**src/rtl/herald_cmd_bridge.sv**
```systemverilog
// Byte-serial host command bridge for Herald compute cores: operand load, start handshake, result readback.
// Optional watchdog enabled by defining HERALD_BRIDGE_TIMEOUT_EN.
module herald_cmd_bridge #(
    parameter int ARG_W       = 32,
    parameter int NUM_ARGS    = 2,
    parameter int RES_W       = 64,
    parameter int OP_W        = 3,
    parameter int TIMEOUT_CYC = 1024
) (
    input  logic                      clk,
    input  logic                      rst_n,
    input  logic                      host_valid,
    input  logic [2:0]                host_cmd,
    input  logic [7:0]                host_data,
    output logic [7:0]                rd_data,
    output logic [7:0]                status,
    output logic [OP_W-1:0]           core_opcode,
    output logic [NUM_ARGS*ARG_W-1:0] core_args,
    output logic                      core_start,
    input  logic                      core_ready,
    input  logic                      core_done,
    input  logic [RES_W-1:0]          core_result
);

    localparam int ARG_BYTES = ARG_W / 8;
    localparam int RES_BYTES = RES_W / 8;
    localparam int AW_TOT    = NUM_ARGS * ARG_W;
    localparam int WPW       = (ARG_BYTES > 1) ? $clog2(ARG_BYTES) : 1;
    localparam int RPW       = (RES_BYTES > 1) ? $clog2(RES_BYTES) : 1;

    localparam logic [2:0] CMD_NOP     = 3'd0;
    localparam logic [2:0] CMD_SET_OP  = 3'd1;
    localparam logic [2:0] CMD_SEL_ARG = 3'd2;
    localparam logic [2:0] CMD_WR_BYTE = 3'd3;
    localparam logic [2:0] CMD_START   = 3'd4;
    localparam logic [2:0] CMD_RD_PTR  = 3'd5;
    localparam logic [2:0] CMD_RD_BYTE = 3'd6;
    localparam logic [2:0] CMD_ABORT   = 3'd7;

    typedef enum logic [1:0] {
        S_IDLE  = 2'd0,
        S_ISSUE = 2'd1,
        S_WAIT  = 2'd2
    } state_t;

    state_t              state_q, state_d;
    logic                busy;
    logic [OP_W-1:0]     opcode_q;
    logic [AW_TOT-1:0]   args_q;
    logic [RES_W-1:0]    result_q;
    logic [3:0]          sel_idx_q;
    logic [WPW-1:0]      wptr_q;
    logic [RPW-1:0]      rptr_q;
    logic                err_q;
    logic                result_valid_q;
    logic                timeout_flag;

    logic                abort_acc;
    logic                idle_cmd;
    logic                start_acc;
    logic                busy_reject;
    logic                done_take;
    logic                timeout_hit;
    logic                sel_ok;
    logic                rptr_ok;
    logic [31:0]         wr_lsb;
    logic [31:0]         rd_lsb;

    // Command qualification: while a job is in flight only NOP and ABORT are legal.
    assign abort_acc   = host_valid && (host_cmd == CMD_ABORT);
    assign idle_cmd    = host_valid && !busy;
    assign start_acc   = idle_cmd && (host_cmd == CMD_START);
    assign busy_reject = host_valid && busy && (host_cmd != CMD_NOP) && (host_cmd != CMD_ABORT);
    assign done_take   = (state_q == S_WAIT) && core_done && !abort_acc;
    assign sel_ok      = ({1'b0, host_data} < 9'(NUM_ARGS));
    assign rptr_ok     = ({1'b0, host_data} < 9'(RES_BYTES));
    assign wr_lsb      = 32'(sel_idx_q) * 32'(ARG_W) + 32'(wptr_q) * 32'd8;
    assign rd_lsb      = 32'(rptr_q) * 32'd8;

    always_ff @(posedge clk or negedge rst_n) begin
        if (!rst_n) begin
            state_q <= S_IDLE;
        end else begin
            state_q <= state_d;
        end
    end

    always_comb begin
        state_d = state_q;
        unique case (state_q)
            S_IDLE:  if (start_acc)  state_d = S_ISSUE;
            S_ISSUE: if (core_ready) state_d = S_WAIT;
            S_WAIT:  if (done_take)  state_d = S_IDLE;
            default: state_d = S_IDLE;
        endcase
        if (timeout_hit || abort_acc) begin
            state_d = S_IDLE;
        end
    end

    always_comb begin
        busy       = 1'b0;
        core_start = 1'b0;
        unique case (state_q)
            S_ISSUE: begin
                busy       = 1'b1;
                core_start = 1'b1;
            end
            S_WAIT:  busy = 1'b1;
            default: ;
        endcase
    end

    always_ff @(posedge clk or negedge rst_n) begin
        if (!rst_n) begin
            opcode_q       <= '0;
            args_q         <= '0;
            result_q       <= '0;
            sel_idx_q      <= '0;
            wptr_q         <= '0;
            rptr_q         <= '0;
            err_q          <= 1'b0;
            result_valid_q <= 1'b0;
        end else begin
            if (idle_cmd) begin
                unique case (host_cmd)
                    CMD_NOP: ;
                    CMD_SET_OP: begin
                        opcode_q <= host_data[OP_W-1:0];
                        err_q    <= 1'b0;
                    end
                    CMD_SEL_ARG: begin
                        if (sel_ok) begin
                            sel_idx_q <= host_data[3:0];
                            wptr_q    <= '0;
                        end else begin
                            err_q <= 1'b1;
                        end
                    end
                    CMD_WR_BYTE: begin
                        args_q <= (args_q & ~(AW_TOT'(8'hFF) << wr_lsb))
                                | (AW_TOT'(host_data) << wr_lsb);
                        wptr_q <= (wptr_q == WPW'(ARG_BYTES - 1)) ? '0 : wptr_q + WPW'(1);
                    end
                    CMD_START: result_valid_q <= 1'b0;
                    CMD_RD_PTR: begin
                        if (rptr_ok) begin
                            rptr_q <= RPW'(host_data);
                        end else begin
                            err_q <= 1'b1;
                        end
                    end
                    CMD_RD_BYTE: rptr_q <= (rptr_q == RPW'(RES_BYTES - 1)) ? '0 : rptr_q + RPW'(1);
                    CMD_ABORT: ;
                endcase
            end
            if (busy_reject) begin
                err_q <= 1'b1;
            end
            if (abort_acc) begin
                err_q <= 1'b0;
            end
            if (done_take) begin
                result_q       <= core_result;
                result_valid_q <= 1'b1;
                rptr_q         <= '0;
            end
            if (timeout_hit) begin
                result_valid_q <= 1'b0;
            end
        end
    end

`ifdef HERALD_BRIDGE_TIMEOUT_EN
    localparam int TW = $clog2(TIMEOUT_CYC + 1);

    logic [TW-1:0] tmo_cnt_q;
    logic          timeout_q;

    // Counter restarts on every accepted START and counts each busy cycle.
    always_ff @(posedge clk or negedge rst_n) begin
        if (!rst_n) begin
            tmo_cnt_q <= '0;
            timeout_q <= 1'b0;
        end else begin
            if (start_acc) begin
                tmo_cnt_q <= '0;
            end else if (busy) begin
                tmo_cnt_q <= tmo_cnt_q + TW'(1);
            end
            if (start_acc) begin
                timeout_q <= 1'b0;
            end else if (timeout_hit) begin
                timeout_q <= 1'b1;
            end
        end
    end

    assign timeout_hit  = busy && !abort_acc && !done_take && (tmo_cnt_q == TW'(TIMEOUT_CYC - 1));
    assign timeout_flag = timeout_q;
`else
    assign timeout_hit  = 1'b0;
    assign timeout_flag = 1'b0;
`endif

    assign rd_data     = 8'(result_q >> rd_lsb);
    assign status      = {sel_idx_q, timeout_flag, err_q, result_valid_q, busy};
    assign core_opcode = opcode_q;
    assign core_args   = args_q;

endmodule

```
**config.mk**
```make
export PLATFORM = sky130hd
export DESIGN_NAME = herald_cmd_bridge
export DESIGN_NICKNAME = d
export VERILOG_FILES = /design/src/rtl/herald_cmd_bridge.sv
export SDC_FILE = /design/constraint.sdc
export NUM_CORES = 1
export LEC_CHECK = 0
export CAP_MARGIN = 25
export CORE_MARGIN = 8
export CORE_UTILIZATION = 30
export DETAILED_ROUTE_END_ITERATION = 10
export PLACE_DENSITY_LB_ADDON = 0.15
export SLEW_MARGIN = 10
export SYNTH_ARGS = -nofsm -noshare
export SYNTH_HDL_FRONTEND = slang
export SYNTH_SLANG_ARGS = --single-unit
```
**constraint.sdc**
```tcl
create_clock -name clk -period 5.4 [get_ports clk]
set_input_delay 0.81 -clock clk [delete_from_list [all_inputs] [get_ports clk]]
set_output_delay 0.81 -clock clk [all_outputs]
set_load 0.1 [all_outputs]
```
==> results.md <==
* Status: completed
* Register clock-pin slew on the reported worst setup and hold paths at 0.06 ns
* Synth Area in Adders at 1.178%
* Total track usage at 14.36%
* CP top delay family: buffers and inverters
* Seq/Total Area, Yosys at 56.55%
* EDFF count, synth at 0
* Ys Warns at 0
* Post-DRT Antenna Nets at 0
* Post-Syn Instances at 550
* Post-cts sizing count at 0
* Cell variety after synth at 48
* Largest family of logic cells by synthesized area: multiplexers
* # diodes at 0
* GPL Wtd Cong at 0.8378
* CTS tree: built
* Vias per cell at 4.631
* XOR/XNOR Fraction of Synth Area at 0%
* Bufs and invs on worst path at 2
* Crit end category: output port
* Initial Utilization at 30.41%
* Synth Register Bits at 144
* CTS sink count at 144
* Worst Hold Class: input port to async pin
* Ys async rst share at 100.0%
* Final setup viols at 0
* Commonest non-fill, non-tap cells in the layout: nand2_1 (199), clkdlybuf4s50_1 (161), dfrtp_1 (144), mux2_2 (75), clkbuf_16 (18)
* Syn_nets at 636
* MaxCap Viol Count at 0
* Total grt overflow at 0
* Leak Pwr at 0.004130 uW
* WS Path Type: register to output port
* Power Density at 642.6 nW/um^2
* Startpoint Class: register
* Fin Clk Skew at 0.007009 ns
* H-tree Lvls at 4
* Vias at 4575
* Post-layout min period at 3.808 ns
* Largest net degree at the start of global routing at 96
* Slew @ Worst Pin at 1.055 ns
* Max Buffers Root-to-Sink at 2
* Mux contribution to synthesized area at 19.56%
* Slowest CP cell: clkdlybuf4s50_1
* WP data arrival at 3.00 ns
* Row count at 53
* Final Max Tran Viols at 0
* TritonCTS buffer count at 17
* Final Hold Vio Count at 0
* Port buffer count at 162
* Area delta synth->final at 38.31%
* Initial antenna violation count at 3
* Final wirelength at 18.34 mm
* CTS root buffer: clkbuf_16
* Fill cells at 2002
* Die height at 161.7 um
* Hold-fix buffer count after cts at 0
* Final Cycle Share at 70.51%
* First-pass GRT wire length at 28.98 mm
* Io pins at 164
* Top-area cell type share of the netlist area at 56.55%
* Remaining routing DRC violations at 0
* Core area at 20960 sq um
* Wire per inst at 18.56 um
* Most common cell after layout, fill and taps aside: nand2_1
* Synth Area in Compound Gates at 2.749%
* Nets@finish at 786
* Worst skew pair latency at 0.42 ns
* Worst VDD drop at 0.0003074 V
* Die area at 26160 sq um
* Hpwl dp at 13.17 mm
* Final Util at 42.06%
* Final TNS setup at 0 ns
* Synth area leader: dfrtp_1
* Share of layout cells above drive strength 1 at 20.06%
* Worst path required time at 4.59 ns
* CP Max Fanout at 14
* Vias in the first global route at 4843
* RSZ-0062 raised after global routing: no
* DR iter-0 viols at 243
* Average size of a mapped cell at 11.59 sq um
* First-pass DRT Iterations at 4
* Postcts setup bufs at 0
* Die width at 161.7 um
* Top cells by area, synth: dfrtp_1 (57%), mux2_2 (13%), nand2_1 (12%)
* Synth Flop Type: dfrtp_1
* Slowest Stage Delay on Critical Path at 0.98 ns
* Worst-path cell chain: clkbuf_16 -> mux4_2 -> mux2_2 -> clkdlybuf4s50_1
* Post-synthesis simple-gate area fraction at 16.87%
* Synth Cell Area at 6372 sq um
* FMAX at 262.6 MHz
* Max-slew headroom at 29.48%
## cells in the mapped netlist, types with 2 or more instances
master and instances:
nor3_2 2, buf_1 5, nand2_1 199, clkbuf_1 14
a21o_1 2, and2_1 3, buf_2 8, nand3_1 2
ha_1 6, nor4_1 2, and3_1 2, dfrtp_1 144
o21ai_0 4, mux2i_1 3, nor3b_4 2, buf_4 7
or4_1 3, nand4_1 2, inv_1 5, a2111oi_0 2
mux2_2 75, a21oi_1 4, nor2_2 2, a31o_2 2
nand3b_4 2, o31ai_1 3, mux4_2 16, nor2_1 7
nor2b_1 3
## state kept, by name, indices dropped and copies added (netlist names)
| name | cells |
|---|---|
| wptr_q | 2 |
| state_q | 2 |
| core_args | 64 |
| result_q | 64 |
| err_q | 1 |
| result_valid_q | 1 |
| rptr_q | 3 |
| core_opcode | 3 |
| sel_idx_q | 4 |
## layout make-up
class                   count  area, sq um  share of cell area, %
multi-input cells         366         2581                  29.29
clock inverters            14        153.9                  1.746
clock buffers              18        429.2                  4.869
well taps                 275        344.1                  3.904
inverters                   5        18.77                 0.2129
repair buffers            166         1683                  19.09
flip-flops and latches    144         3603                  40.89
## path summary, 6_finish.rpt
path | end | cells after the start | slack [ns] | start
min in group clk | result_q[49]$_DFFE_PN0P_ | 2 | 0.48 | result_q[49]$_DFFE_PN0P_
max reg2reg | core_args[51]$_DFFE_PN0P_ | 6 | 2.59 | state_q[0]$_DFFE_PN0P_
min | result_q[18]$_DFFE_PN0P_ | 1 | 0.46 | rst_n
max in group asynchronous | result_q[35]$_DFFE_PN0P_ | 2 | 3.70 | rst_n
min reg2reg | result_q[49]$_DFFE_PN0P_ | 2 | 0.48 | result_q[49]$_DFFE_PN0P_
max | rd_data[1] | 4 | 1.59 | rptr_q[0]$_DFFE_PN0P_
## layer usage
layer	GRT usage (%)	vias to the layer above	share of wire (%)
met3	5.847	24	8.2
met2	21.85	135	46
met5	0	-	0.22
li1	-	2159	-
met4	3.662	6	1.1
met1	18.65	2251	45
## metrics by stage
stage	std cells	setup slack, ns	total power (uW)	hold slack [ns]	instance area [sq um]
after floorplan	550	2.698	3803	0.4403	6372
after detailed placement	955	1.621	4502	0.4608	8205
after global routing	988	1.496	5936	0.4815	8813
after global placement	954	1.684	4472	0.4535	8185
final	988	1.592	5664	0.4560	8813
after CTS	987	1.164	5702	0.4767	8788
## cells by family (layout without fill, tap and decap cells)
family | Yosys count | in the layout
multiplexers | 95 | 95
flip-flops | 144 | 144
AO/OA/AOI/OAI | 25 | 25
buffers and inverters | 40 | 203
AND/OR/NAND/NOR | 239 | 239
other | 1 | 1
adder cells (fa/ha/maj) | 6 | 6
## worst reg2reg max path, stage by stage (launching register included)
cell and delay [ns]:
dfrtp_1 0.36, inv_1 0.08, ha_1 0.49, nor2_2 0.27
and4b_1 0.43, nor2b_1 0.67, mux2_2 0.41
## power breakdown
group,switching [uW],internal (uW),total (uW)
Sequential,285,1430,1720
Clock,477,689,1170
Combinational,1940,834,2780
Total,2710,2960,5660
No activity file was read; power rests on OpenSTA's default activity.
